`src/rtl/mult_scheduler.sv`:
```
// mult_scheduler: one sequential shift-add Q1.(BITSIZE-1) multiplier shared
// by four requesters under a round-robin arbiter. A sticky overrun flag
// records any request left waiting across an I2S frame boundary (lrclk).
module mult_scheduler #(
    parameter int BITSIZE = 16
) (
    input  logic                   clk,
    input  logic                   resetn,
    input  logic                   lrclk,
    input  logic [3:0]             req,
    input  logic [4*BITSIZE-1:0]   in1,
    input  logic [4*BITSIZE-1:0]   in2,
    output logic [3:0]             ack,
    output logic [BITSIZE-1:0]     out,
    output logic                   out_valid,
    output logic [1:0]             out_id,
    output logic                   busy,
    output logic                   overrun
);

    localparam int PW = 2 * BITSIZE;
    localparam int CW = $clog2(BITSIZE);

    typedef enum logic [1:0] {IDLE, MUL, DONE} state_t;

    state_t               state_q, state_d;
    logic [1:0]           ptr_q, ptr_d;
    logic [1:0]           owner_q, owner_d;
    logic [3:0]           ack_q, ack_d;
    logic [PW-1:0]        mcand_q, mcand_d;
    logic [BITSIZE-1:0]   mplier_q, mplier_d;
    logic [PW-1:0]        acc_q, acc_d;
    logic [CW-1:0]        cnt_q, cnt_d;
    logic [BITSIZE-1:0]   out_q, out_d;
    logic [1:0]           out_id_q, out_id_d;
    logic                 overrun_q, overrun_d;
    logic                 sync1_q, sync2_q, sync3_q;

    logic                 gnt_found;
    logic [1:0]           gnt_id;
    logic [3:0]           gnt_vec;
    logic [BITSIZE-1:0]   a_sel, b_sel;
    logic                 last_step;
    logic [PW-1:0]        addend, acc_sum;
    logic                 ovf;
    logic [BITSIZE-1:0]   result;
    logic                 frame_strobe;

    // Round-robin search from ptr_q upward; descending loop lets the lowest offset win.
    always_comb begin
        // NOTE: every comb output gets a default first so no path leaves it unassigned (no latch).
        gnt_found = 1'b0;
        gnt_id    = ptr_q;
        for (int k = 3; k >= 0; k--) begin
            if (req[ptr_q + 2'(k)]) begin
                gnt_found = 1'b1;
                gnt_id    = ptr_q + 2'(k);
            end
        end
        gnt_vec = (state_q == IDLE && gnt_found) ? (4'b0001 << gnt_id) : 4'b0000;
        a_sel   = in1[int'(gnt_id)*BITSIZE +: BITSIZE];
        b_sel   = in2[int'(gnt_id)*BITSIZE +: BITSIZE];
    end

    // One multiplier bit per MUL cycle; the sign bit of B carries negative weight.
    always_comb begin
        last_step    = (cnt_q == CW'(BITSIZE - 1));
        addend       = mplier_q[0] ? (last_step ? -mcand_q : mcand_q) : '0;
        acc_sum      = acc_q + addend;
        // Only -1.0 * -1.0 reaches +1.0, which shows up as the top two bits differing.
        ovf          = acc_sum[PW-1] ^ acc_sum[PW-2];
        result       = ovf ? {1'b0, {(BITSIZE-1){1'b1}}} : acc_sum[PW-2:BITSIZE-1];
        frame_strobe = sync2_q & ~sync3_q;
    end

    // Next-state and datapath update.
    always_comb begin
        state_d   = state_q;
        ptr_d     = ptr_q;
        owner_d   = owner_q;
        ack_d     = 4'b0000;
        mcand_d   = mcand_q;
        mplier_d  = mplier_q;
        acc_d     = acc_q;
        cnt_d     = cnt_q;
        out_d     = out_q;
        out_id_d  = out_id_q;
        overrun_d = overrun_q | (frame_strobe & (|(req & ~gnt_vec)));
        unique case (state_q)
            IDLE: begin
                if (gnt_found) begin
                    state_d  = MUL;
                    ack_d    = gnt_vec;
                    ptr_d    = gnt_id + 2'd1;
                    owner_d  = gnt_id;
                    mcand_d  = {{BITSIZE{a_sel[BITSIZE-1]}}, a_sel};
                    mplier_d = b_sel;
                    acc_d    = '0;
                    cnt_d    = '0;
                end
            end
            MUL: begin
                acc_d    = acc_sum;
                mcand_d  = mcand_q << 1;
                mplier_d = mplier_q >> 1;
                cnt_d    = cnt_q + 1'b1;
                if (last_step) begin
                    state_d  = DONE;
                    out_d    = result;
                    out_id_d = owner_q;
                end
            end
            DONE:    state_d = IDLE;
            default: state_d = IDLE;
        endcase
    end

    // State register, datapath registers and lrclk synchronizer.
    always_ff @(posedge clk or negedge resetn) begin
        // NOTE: sequential state uses non-blocking assignments so all flops update together.
        if (!resetn) begin
            state_q   <= IDLE;
            ptr_q     <= '0;
            owner_q   <= '0;
            ack_q     <= '0;
            mcand_q   <= '0;
            mplier_q  <= '0;
            acc_q     <= '0;
            cnt_q     <= '0;
            out_q     <= '0;
            out_id_q  <= '0;
            overrun_q <= 1'b0;
            sync1_q   <= 1'b0;
            sync2_q   <= 1'b0;
            sync3_q   <= 1'b0;
        end else begin
            state_q   <= state_d;
            ptr_q     <= ptr_d;
            owner_q   <= owner_d;
            ack_q     <= ack_d;
            mcand_q   <= mcand_d;
            mplier_q  <= mplier_d;
            acc_q     <= acc_d;
            cnt_q     <= cnt_d;
            out_q     <= out_d;
            out_id_q  <= out_id_d;
            overrun_q <= overrun_d;
            sync1_q   <= lrclk;
            sync2_q   <= sync1_q;
            sync3_q   <= sync2_q;
        end
    end

    // Outputs: registered values plus state decodes.
    always_comb begin
        ack       = ack_q;
        out       = out_q;
        out_id    = out_id_q;
        overrun   = overrun_q;
        busy      = (state_q != IDLE);
        out_valid = (state_q == DONE);
    end

endmodule

```
`config.mk`:
```
export PLATFORM = sky130hd
export DESIGN_NAME = mult_scheduler
export DESIGN_NICKNAME = d
export VERILOG_FILES = /design/src/rtl/mult_scheduler.sv
export SDC_FILE = /design/constraint.sdc
export NUM_CORES = 1
export LEC_CHECK = 0
export BUFFER_PORTS_ARGS = -buffer_cell sky130_fd_sc_hd__buf_2
export CAP_MARGIN = 15
export CORE_MARGIN = 3
export CORE_UTILIZATION = 30
export CTS_CLUSTER_DIAMETER = 100
export DETAILED_ROUTE_END_ITERATION = 6
export PLACE_DENSITY = 0.55
export SKIP_CTS_REPAIR_TIMING = 1
export SYNTH_ARGS = -nofsm -noshare
export SYNTH_HDL_FRONTEND = slang
export SYNTH_SLANG_ARGS = --single-unit
```
`constraint.sdc`:
```
create_clock -name clk -period 7.27 [get_ports clk]
set_input_delay 0.3635 -clock clk [delete_from_list [all_inputs] [get_ports clk]]
set_output_delay 0.3635 -clock clk [all_outputs]
set_load 0.02 [all_outputs]
```
### Word-level counts from Yosys, hierarchy flattened

Index checks and enable logic that the tools add are counted.

* memories: 0
* input port bits: 135
* output and inout port bits: 25
* bits in registers: 116
* ROM bits: 0
* bits in latches: 0
* logic and storage cells: 82
* bits in writable memories: 0

* muxes and demuxes: 33
* shift operators: 3
* div/mod/pow operators: 0
* $lt $le $gt $ge: 4
* add/sub/neg operators: 7
* reductions and logical operators: 9
* equality and inequality tests: 5
* bitwise logic cells: 7
* multipliers: 0

Operator list (number)
* 2-to-1 mux 32 bit: 4
* case mux 32 bit (2 select lines): 2
* indexed part select 64 x 7 -> 16 bit: 2
* adder 32 bit: 1
* 2-to-1 mux 16 bit: 2
* negation 32 bit: 1
* case mux 16 bit (2 select lines): 1
* 2-to-1 mux 4 bit: 4
* < comparator 2 x 3 -> 1 bit, second input constant: 4
* 2-to-1 mux 2 bit: 6
* binary-select mux 1 bit (select 2 bit): 4
* 2-to-1 mux 1 bit: 8
* case mux 4 bit (2 select lines): 1
* AND reduction 2 bit: 4
* adder 2 x 1 -> 2 bit, second input constant: 2
* adder 2 bit, second input constant: 2
* adder 4 x 1 -> 4 bit, second input constant: 1
* bitwise AND 4 bit: 1
* equality test 4 bit, second input constant: 1
* != test 2 bit, second input constant: 2
* NOT 4 bit: 1
* case mux 2 bit (2 select lines): 1
* nonzero test 2 bit: 2
* OR reduction 4 bit: 1
* other kinds (9): 10

### Longest topological paths before layout

Gate-level depths: netlist (run 1).

* depth after elaboration: 14
* depth in mapped cells: 25
* depth with buffers taken out: 25

### Worst setup path after synthesis (run 1)

Ideal clock, no wire load.

* path kind: register to register
* from: register mcand_q[9]
* to: register out_q[9] (netlist: out[9])
* data required time: 7.131 ns
* cell stages (with the launch flop): 20
* data arrival time: 4.960 ns
* setup time: 0.139 ns
* slack: 2.171 ns
* buffers on the path: 1
* clock period less this slack: 5.099 ns
* path through: dfrtp_1 or4_4 nor4_4 nand2_1 or2_1 o31a_1 xor2_1 and2_1 ha_1 clkbuf_1 nand4_1 or2_2 a211oi_1 nor2_1 xnor2_1 ha_1 nor3_1 nand2_1 a2111oi_0 nor4_1

* longest elaborated chain between the ends: 6

Ends and longest elaborated chain
* start: declaration: RTL line 30 `logic [PW-1:0] mcand_q, mcand_d;`
* start signal: assignment: RTL line 141 `mcand_q <= mcand_d;`
* negation 32 bit: RTL line 68 `addend = mplier_q[0] ? (last_step ? -mcand_q : mcand_q) : '0;`
* 2-to-1 mux 32 bit (*) (2 in a row): RTL line 68
* adder 32 bit (*): RTL line 69 `acc_sum = acc_q + addend;`
* bitwise XOR 1 bit: RTL line 71 `ovf = acc_sum[PW-1] ^ acc_sum[PW-2];`
* 2-to-1 mux 16 bit (*): RTL line 72 `result = ovf ? {1'b0, {(BITSIZE-1){1'b1}}} : acc_sum[PW-2:BITSIZE-1];`
* end signal: assignment: RTL line 145 `out_q <= out_d;`
* end: declaration: RTL line 34 `logic [BITSIZE-1:0] out_q, out_d;`

Every way passes the cells marked *; elsewhere a longest branch is shown, timed or not.
A chain may end at the register's enable or synchronous reset.

### Worst setup path in the final report (run 1)

Ends and elaborated chain as after synthesis.

==> results of run 1 <==
[metal layers]
| layer | up-vias | share of wire [%] | track usage [%] |
|---|---|---|---|
| li1 | 3365 | - | - |
| met1 | 3328 | 47 | 21.3 |
| met5 | - | 0 | 0 |
| met4 | 0 | 1.2 | 4.45 |
| met2 | 188 | 47 | 25.7 |
| met3 | 16 | 4.8 | 3.00 |
[final timing paths]
| path | from | to |
|---|---|---|
| max in group asynchronous | resetn | mplier_q[9] |
| worst min register to register | sync1_q | sync2_q |
| worst max-delay path | mcand_q[9] | out[9] |
| min in group clk | lrclk | sync1_q |
| worst max register to register | mcand_q[9] | out[9] |
| worst min-delay path | resetn | out[10] |
[power breakdown]
group          switching [mW]  internal (mW)  leakage, nW
Sequential              0.275          0.969         1.38
Combinational            1.69           1.26         2.71
Clock                   0.310          0.474        0.264
Total                    2.27           2.70         4.36
[flip-flops by register name, summed over array words and instances (netlist names), 4 cells and up]
signal / flops
mplier_q: 16
cnt_q: 4
mcand_q: 32
out: 16
ack: 4
acc_q: 32
[cell families (layout without fill, tap and decap cells)]
family                     after synthesis  in the layout  share of synthesized area (%)
AOI/OAI and AO/OA                      251            251                           22.0
xor gates and xnor gates                54             54                           5.90
adders and majority gates               39             39                           6.18
buffers and inverters                   70            217                           3.36
DFF                                    116            116                           36.2
muxes                                   38             38                           9.80
and+or+nand+nor                        265            265                           16.6
[cell usage after synthesis, drive strengths merged (6+ instances only)]
cell	n	area [um^2]
nand2	119	449
dfrtp	116	2900
a21oi	54	278
o21ai	51	255
clkbuf	47	176
ha	38	475
nor2	38	143
and2	33	206
mux4	32	721
a22oi	31	233
xnor2	31	272
xor2	23	201
nand3	19	95.1
a221o	18	180
a21o	17	128
inv	17	63.8
o21bai	9	78.8
nand4	8	50.1
nor3	8	40.0
o31ai	8	65.1
or3	8	50.1
a21boi	7	52.6
a22o	7	61.3
and3	7	43.8
buf	6	28.8
o22a	6	52.6
[stage by stage]
step | instance area, um^2 | hold slack, ps | worst slack [ps]
5_1_grt | 9690 | 2.43 | 873
4_1_cts | 9690 | -34.8 | 1440
3_3_place_gp | 9140 | 335 | 1570
2_1_floorplan | 8020 | 67.9 | 2170
3_5_place_dp | 9140 | 346 | 1470
6_report | 9690 | -53.8 | 1450
[area by class of cell]
type | instances | area share [%]
inverter | 17 | 0.658
tap | 335 | 4.32
clock inverter | 13 | 1.15
timing repair buffer | 169 | 9.01
clock buffer | 18 | 4.53
sequential | 116 | 29.9
multi-input combinational | 647 | 50.4
[worst max-delay path: stages (launching register included)]
cell and delay (ps):
dfrtp_1 420, or4_4 560, nor4_4 260, nand2_1 140
or2_1 300, o31a_1 260, xor2_1 140, and2_1 170
ha_1 400, nand4_1 210, or2_2 370, a211oi_1 360
nor2_1 90, xnor2_1 140, ha_1 330, nor3_1 800
nand2_1 170, a2111oi_0 440, nor4_1 120
==> flow_summary.yaml, run 1 <==
status:
  status: "finished, violations left"
  violations: "hold timing"
route:
  firstDrtPassIters: 5
  drcViolationCount: 0
  ant_nets: 0
  drtIter0Drc: 375
  wl_mm: 22.0
  wl_per_cell_um: 16.7
  vias: 6897
  post_drt_via_cell_ratio: 5.24
finish:
  post-route-util_pct: 37.1
  drive_above_1_share_pct: 26.4
  stdcell_count: 1315
  nNetsFinal: 1142
  mostFrequentLayoutCells: "buf_2, nand2_1, dfrtp_1"
  diodes: 0
  syn2layout_area_growth_pct: 20.9
  fillers: 2710
  multiInputGateArea_mm2: 0.00488
  final_common_cell: "buf_2"
  regArea_mm2: 0.00290
place:
  placed_cells: 1284
  port_buffers: 159
  place_hpwl_mm: 16.4
  gp_congestion: 0.896
clocking:
  clock-sinks: 116
  cts_root_buf: "clkbuf_16"
  htreeDepth: 4
  cts_tree: "yes"
  clk_pin_slew_ps: 60
  cts-buffers-inserted: 17
  clk_latency_ps: 420
  clk_path_buf_depth: 2
logic_synthesis:
  synthCells: 833
  syn_nets: 1007
  synth-seq-cells: 116
  yosysUniqueCellTypes: 76
  async_reset_ff_share_pct: 100
  netlist_area_mm2: 0.00802
  synth_area_per_cell_um2: 9.63
  synth-seq-area-share_pct: 36.2
  synth-edff-count: 0
  synth-warning-count: 0
  synthFlopType: "dfrtp_1"
global_route:
  grt_pass1_vias: 6961
  grt_pass1_wl_mm: 36.3
  overflow: 0
  grt_usage_pct: 15.7
  antenna_found_initial: 0
  grt_max_degree: 71
worst_setup_path:
  critical_path_class: "register to register"
  crit_path_end_kind: "register"
  cp.arrival_ps: 6110
  r2r_slack_ps: 1450
  rr_worst_depth: 18
  startpoint_type: "register"
  path_max_fanout: 8
  cp.required_ps: 7550
die:
  die_w_um: 169
  coreArea_mm2: 0.0261
  rows: 59
  die_h_um: 169
  die_area_mm2: 0.0287
  start_util_pct: 30.7
  io_pins: 160
power_and_ir_drop:
  p_leak_nw: 4.36
  peakVddDrop_mv: 0.207
  totalPowerFinal_mw: 4.98
  powerDensity_mw_per_mm2: 514
timing:
  slew_headroom_pct: 35.0
  tns_ps: 0
  hold_violations: 46
  finalCriticalPeriod_ps: 5820
  finalHoldWorstSlack_ps: -53.8
  finClkSkew_ps: 9.23
  rsz0062_at_grt: "no"
  fmaxAchievable_ghz: 0.172
  finalCritPeriodShare_pct: 80.1
  setup_viol: 0
  worst_slew_pin_slew_ps: 968
  maxSlewViolCount: 0
flow_run:
  maxCapViolCount: 0
min_path:
  hp-class: "input port to async pin"
Note: power is estimated with default switching activity, not from simulation.
==> run 2, diff against run 1 <==
==> constraint.sdc (replaced) <==
create_clock -name clk -period 5.4 [get_ports clk]
set_input_delay 0.27 -clock clk [delete_from_list [all_inputs] [get_ports clk]]
set_output_delay 0.27 -clock clk [all_outputs]
set_load 0.02 [all_outputs]
==> flow_summary.yaml, run 2 (synthesis results as in run 1) <==
status:
  status: "finished, violations left"
  violations: "hold timing"
clocking:
  clk_latency_ps: 420
  clk_pin_slew_ps: 60
  htreeDepth: 4
  cts-buffers-inserted: 17
  cts_tree: "yes"
  clock-sinks: 116
  clk_path_buf_depth: 2
  cts_root_buf: "clkbuf_16"
global_route:
  grt_usage_pct: 16.0
  grt_max_degree: 71
  grt_pass1_wl_mm: 36.9
  overflow: 0
  antenna_found_initial: 0
  grt_pass1_vias: 7128
timing:
  setup_viol: 0
  fmaxAchievable_ghz: 0.196
  finalCriticalPeriod_ps: 5090
  slew_headroom_pct: 40.6
  worst_slew_pin_slew_ps: 891
  hold_violations: 23
  rsz0062_at_grt: "no"
  maxSlewViolCount: 0
  finClkSkew_ps: 9.70
  layout_setup_ws_ps: 308
  tns_ps: 0
  finalCritPeriodShare_pct: 94.3
  finalHoldWorstSlack_ps: -19.6
die:
  rows: 59
  die_area_mm2: 0.0287
  die_h_um: 169
  io_pins: 160
  coreArea_mm2: 0.0261
  die_w_um: 169
  start_util_pct: 30.7
route:
  firstDrtPassIters: 4
  wl_per_cell_um: 16.9
  drcViolationCount: 0
  ant_nets: 0
  post_drt_via_cell_ratio: 5.28
  wl_mm: 22.4
  vias: 6994
  drtIter0Drc: 353
worst_setup_path:
  cp.arrival_ps: 5370
  rr_worst_depth: 19
  critical_path_class: "register to register"
  cp.required_ps: 5680
  startpoint_type: "register"
  path_max_fanout: 8
  crit_path_end_kind: "register"
power_and_ir_drop:
  power_frac_seq_pct: 24.8
  totalPowerFinal_mw: 6.80
  combinationalPowerShare_pct: 59.4
  peakVddDrop_mv: 0.267
  switchingPower_mw: 3.11
  p_sw_share_pct: 45.7
  powerDensity_mw_per_mm2: 693
  p_leak_nw: 4.40
  intPower_mw: 3.70
  power.clock.fraction_pct: 15.8
finish:
  mostFrequentLayoutCells: "buf_2, nand2_1, dfrtp_1"
  diodes: 0
  top_regs: "acc_q (32), mcand_q (32)"
  final_area_mm2: 0.00982
  syn2layout_area_growth_pct: 22.5
  stdcell_count: 1324
  nNetsFinal: 1151
  drive_above_1_share_pct: 28.2
  final_common_cell: "buf_2"
flow_run:
  maxCapViolCount: 0
place:
  place_hpwl_mm: 16.6
  port_buffers: 159
  gp_congestion: 0.964
  place_area_mm2: 0.00920
  placed_cells: 1291
  place_ws_ps: 304
min_path:
  hp-class: "input port to async pin"
## run 2: changes by cell type in the layout (fill, tap and decap cells not counted), sizes merged
cell,change
clkinv,-1
inv,-1
clkbuf,+1
dlygate4sd3,+1
clkinvlp,+1
buf,+8
## run 2: power groups by stage
stage	registers, mW	clock network, mW	logic, mW
6_report	1.68	1.08	4.04
5_1_grt	1.75	1.14	4.53
3_3_place_gp	1.68	0	3.95
2_1_floorplan	1.67	0	2.99
4_1_cts	1.68	1.10	4.01
3_5_place_dp	1.69	0	3.99
## run 2: routing by layer
layer | up-vias | part of all wire, % | track usage [%]
li1 | 3385 | - | -
met1 | 3378 | 46 | 21.4
met2 | 208 | 47 | 26.8
met3 | 23 | 4.9 | 3.10
met4 | 0 | 1.6 | 4.09
met5 | - | 0 | 0
## run 2: final cells by class
class                           instances  area, um^2
Fill cell                            2653       16300
Multi-Input combinational cell        647        4930
Sequential cell                       116        2900
Timing Repair Buffer                  178         943
Clock buffer                           19         453
Tap cell                              335         419
Clock inverter                         12         109
Inverter                               17        63.8
## run 2: worst paths after layout
| check | start | to | slack [ps] |
|---|---|---|---|
| setup / recovery | mcand_q[9] | out[9] | 310 |
| hold / removal | resetn | out[10] | -20 |
| setup reg to reg | mcand_q[9] | out[9] | 310 |
| hold reg to reg | sync1_q | sync2_q | 360 |
| max in group asynchronous | resetn | acc_q[2] | 4210 |
| min in group clk | in1[61] | mcand_q[13] | 260 |
## run 2: per-stage QoR
step,hold slack [ps],util [%]
3_3_place_gp,336,35.2
4_1_cts,-57.4,37.3
6_report,-19.6,37.6
2_1_floorplan,-25.6,-
5_1_grt,60.4,37.6
3_5_place_dp,353,35.2
## run 2: critical path: stages (launching register included)
cell and delay (ps):
dfrtp_1 420, or4_4 560, nor4_4 340, nand3_1 230, nor3_1 270, o21ai_0 110
a21boi_0 290, ha_1 390, a21o_1 220, a31o_2 210, a211o_1 300, a21oi_1 170
inv_1 70, nor2_1 130, xnor2_1 80, ha_1 340, nor3_2 230, nand2_1 90
a2111oi_1 370, nor4_1 110
==> run 3, diff against run 2 <==
--- a/config.mk
+++ b/config.mk
@@ -7,7 +7,7 @@
 export LEC_CHECK = 0
 export BUFFER_PORTS_ARGS = -buffer_cell sky130_fd_sc_hd__buf_2
 export CAP_MARGIN = 15
-export CORE_MARGIN = 3
+export CORE_MARGIN = 2
 export CORE_UTILIZATION = 30
 export CTS_CLUSTER_DIAMETER = 100
 export DETAILED_ROUTE_END_ITERATION = 6
==> flow_summary.yaml, run 3 (synthesis results as in run 1) <==
clocking:
  clock-sinks: 116
  cts_tree: "yes"
  cts-buffers-inserted: 17
  clk_path_buf_depth: 2
  clk_latency_ps: 420
  cts_root_buf: "clkbuf_16"
  clk_pin_slew_ps: 60
  htreeDepth: 4
die:
  rows: 59
  start_util_pct: 30.7
  io_pins: 160
  die_h_um: 167
  die_w_um: 167
  coreArea_mm2: 0.0261
  die_area_mm2: 0.0280
global_route:
  antenna_found_initial: 1
  overflow: 0
  grt_usage_pct: 16.3
  grt_pass1_wl_mm: 36.3
  grt_pass1_vias: 6849
  grt_max_degree: 67
route:
  ant_nets: 0
  post_drt_via_cell_ratio: 5.22
  wl_per_cell_um: 16.9
  wl_mm: 22.4
  drcViolationCount: 1
  vias: 6917
  firstDrtPassIters: 7
  drtIter0Drc: 359
worst_setup_path:
  critPathMostFrequentCell: "nand2_1"
  rr_worst_depth: 20
  r2r_end: "out[9]"
  cp.required_ps: 5690
  path_cells: "or4_4 -> nor4_4 -> nand2_1 -> or2_1 -> o21ai_1 -> xnor2_1 -> and2_1 -> ha_1 -> nand2_1 -> o21bai_1 -> a21oi_1 -> a21bo_1 -> a21oi_1 -> a221oi_2 -> xnor2_1 -> ha_1 -> nor3_1 -> nand2_1 -> a2111oi_1 -> nor4_1"
  crit_path_start: "mcand_q[9]"
  critical_path_class: "register to register"
  slowest_delay_ps: 560
  path_max_fanout: 7
  slowest_stage: "or4_4"
  crit_path_end_kind: "register"
  r2r_start: "mcand_q[9]"
  cp-endpoint: "out[9]"
  startpoint_type: "register"
  cp.arrival_ps: 5350
  r2r_slack_ps: 330
finish:
  diodes: 0
  drive_above_1_share_pct: 27.6
  mostFrequentLayoutCells: "buf_2, nand2_1, dfrtp_1"
  syn2layout_area_growth_pct: 22.3
  top_regs: "acc_q (32), mcand_q (32)"
  final_common_cell: "buf_2"
  nNetsFinal: 1150
timing:
  maxSlewViolCount: 0
  finalCriticalPeriod_ps: 5070
  fmaxAchievable_ghz: 0.197
  finClkSkew_ps: 9.44
  setup_viol: 0
  finalCritPeriodShare_pct: 93.8
  rsz0062_at_grt: "no"
  worst_slew_pin_slew_ps: 968
  hold_violations: 65
  finalHoldWorstSlack_ps: -42.4
  slew_headroom_pct: 35.5
  tns_ps: 0
place:
  place_hpwl_mm: 16.6
  gp_congestion: 0.894
  port_buffers: 159
power_and_ir_drop:
  totalPowerFinal_mw: 6.80
  peakVddDrop_mv: 0.244
  p_leak_nw: 4.41
  powerDensity_mw_per_mm2: 693
flow_run:
  maxCapViolCount: 0
status:
  status: "finished, violations left"
  violations: "DRC, hold timing"
min_path:
  hp-class: "input port to async pin"
run 3: cell count changes in the layout (fill, tap and decap cells not counted), moves of 2 or more:
cell      change
inv_6         +6
a21oi_1       +2
a21oi_2       -2
clkbuf_8      -2
clkinv_2      -2
ha_1          +2
ha_2          -2
run 3: metal layers:
metal  global-route usage, %  routed length, um  up-vias
met5                       0                  0        -
met4                    4.57                367        0
met3                    3.21               1170       23
met2                    26.6              10400      225
met1                    22.1              10400     3282
li1                        -                  -     3387
run 3: worst min-delay path by stage:
| stage | start | to | slack [ps] | depth (start not counted) |
|---|---|---|---|---|
| 6_report | resetn | out_id[0] | -40 | 1 |
| 5_1_grt | resetn | out[13] | 40 | 1 |
| 4_1_cts | lrclk | sync1_q | -60 | 1 |
| 3_5_place_dp | sync1_q | sync2_q | 340 | 0 |
| 2_1_floorplan | resetn | acc_q[0] | -30 | 0 |
| 3_3_place_gp | sync1_q | sync2_q | 330 | 0 |
run 3: stage by stage:
step	utilization (%)	instances	hold WS, ps	setup slack, ps	area [um^2]
2_1_floorplan	-	833	-25.6	301	8020
6_report	37.5	1324	-42.4	334	9810
4_1_cts	37.3	1322	-61.5	255	9760
3_3_place_gp	35.2	1290	333	314	9190
5_1_grt	37.5	1324	40.9	15.9	9810
3_5_place_dp	35.2	1290	338	282	9190
run 3: layout make-up:
| cell class | instances | area (um^2) |
|---|---|---|
| flip-flops and latches | 116 | 2900 |
| repair buffers | 177 | 936 |
| multi-input cells | 647 | 4910 |
| well taps | 335 | 419 |
| fillers | 2665 | 16300 |
| inverters | 17 | 63.8 |
| clock buffers | 17 | 425 |
| clock inverters | 15 | 146 |
run 3: where the power goes:
part	switching (mW)	internal (mW)	total (mW)
Clock	0.462	0.644	1.11
Sequential	0.380	1.30	1.68
Combinational	2.28	1.73	4.01
Total	3.12	3.68	6.80
run 3: worst max-delay path, delay by kind of cell (launching register included):
family,cells,cell delay [ps]
simple gates,9,1990
compound gates,7,1550
fa+ha+maj,2,700
flops,1,420
xor+xnor,2,270
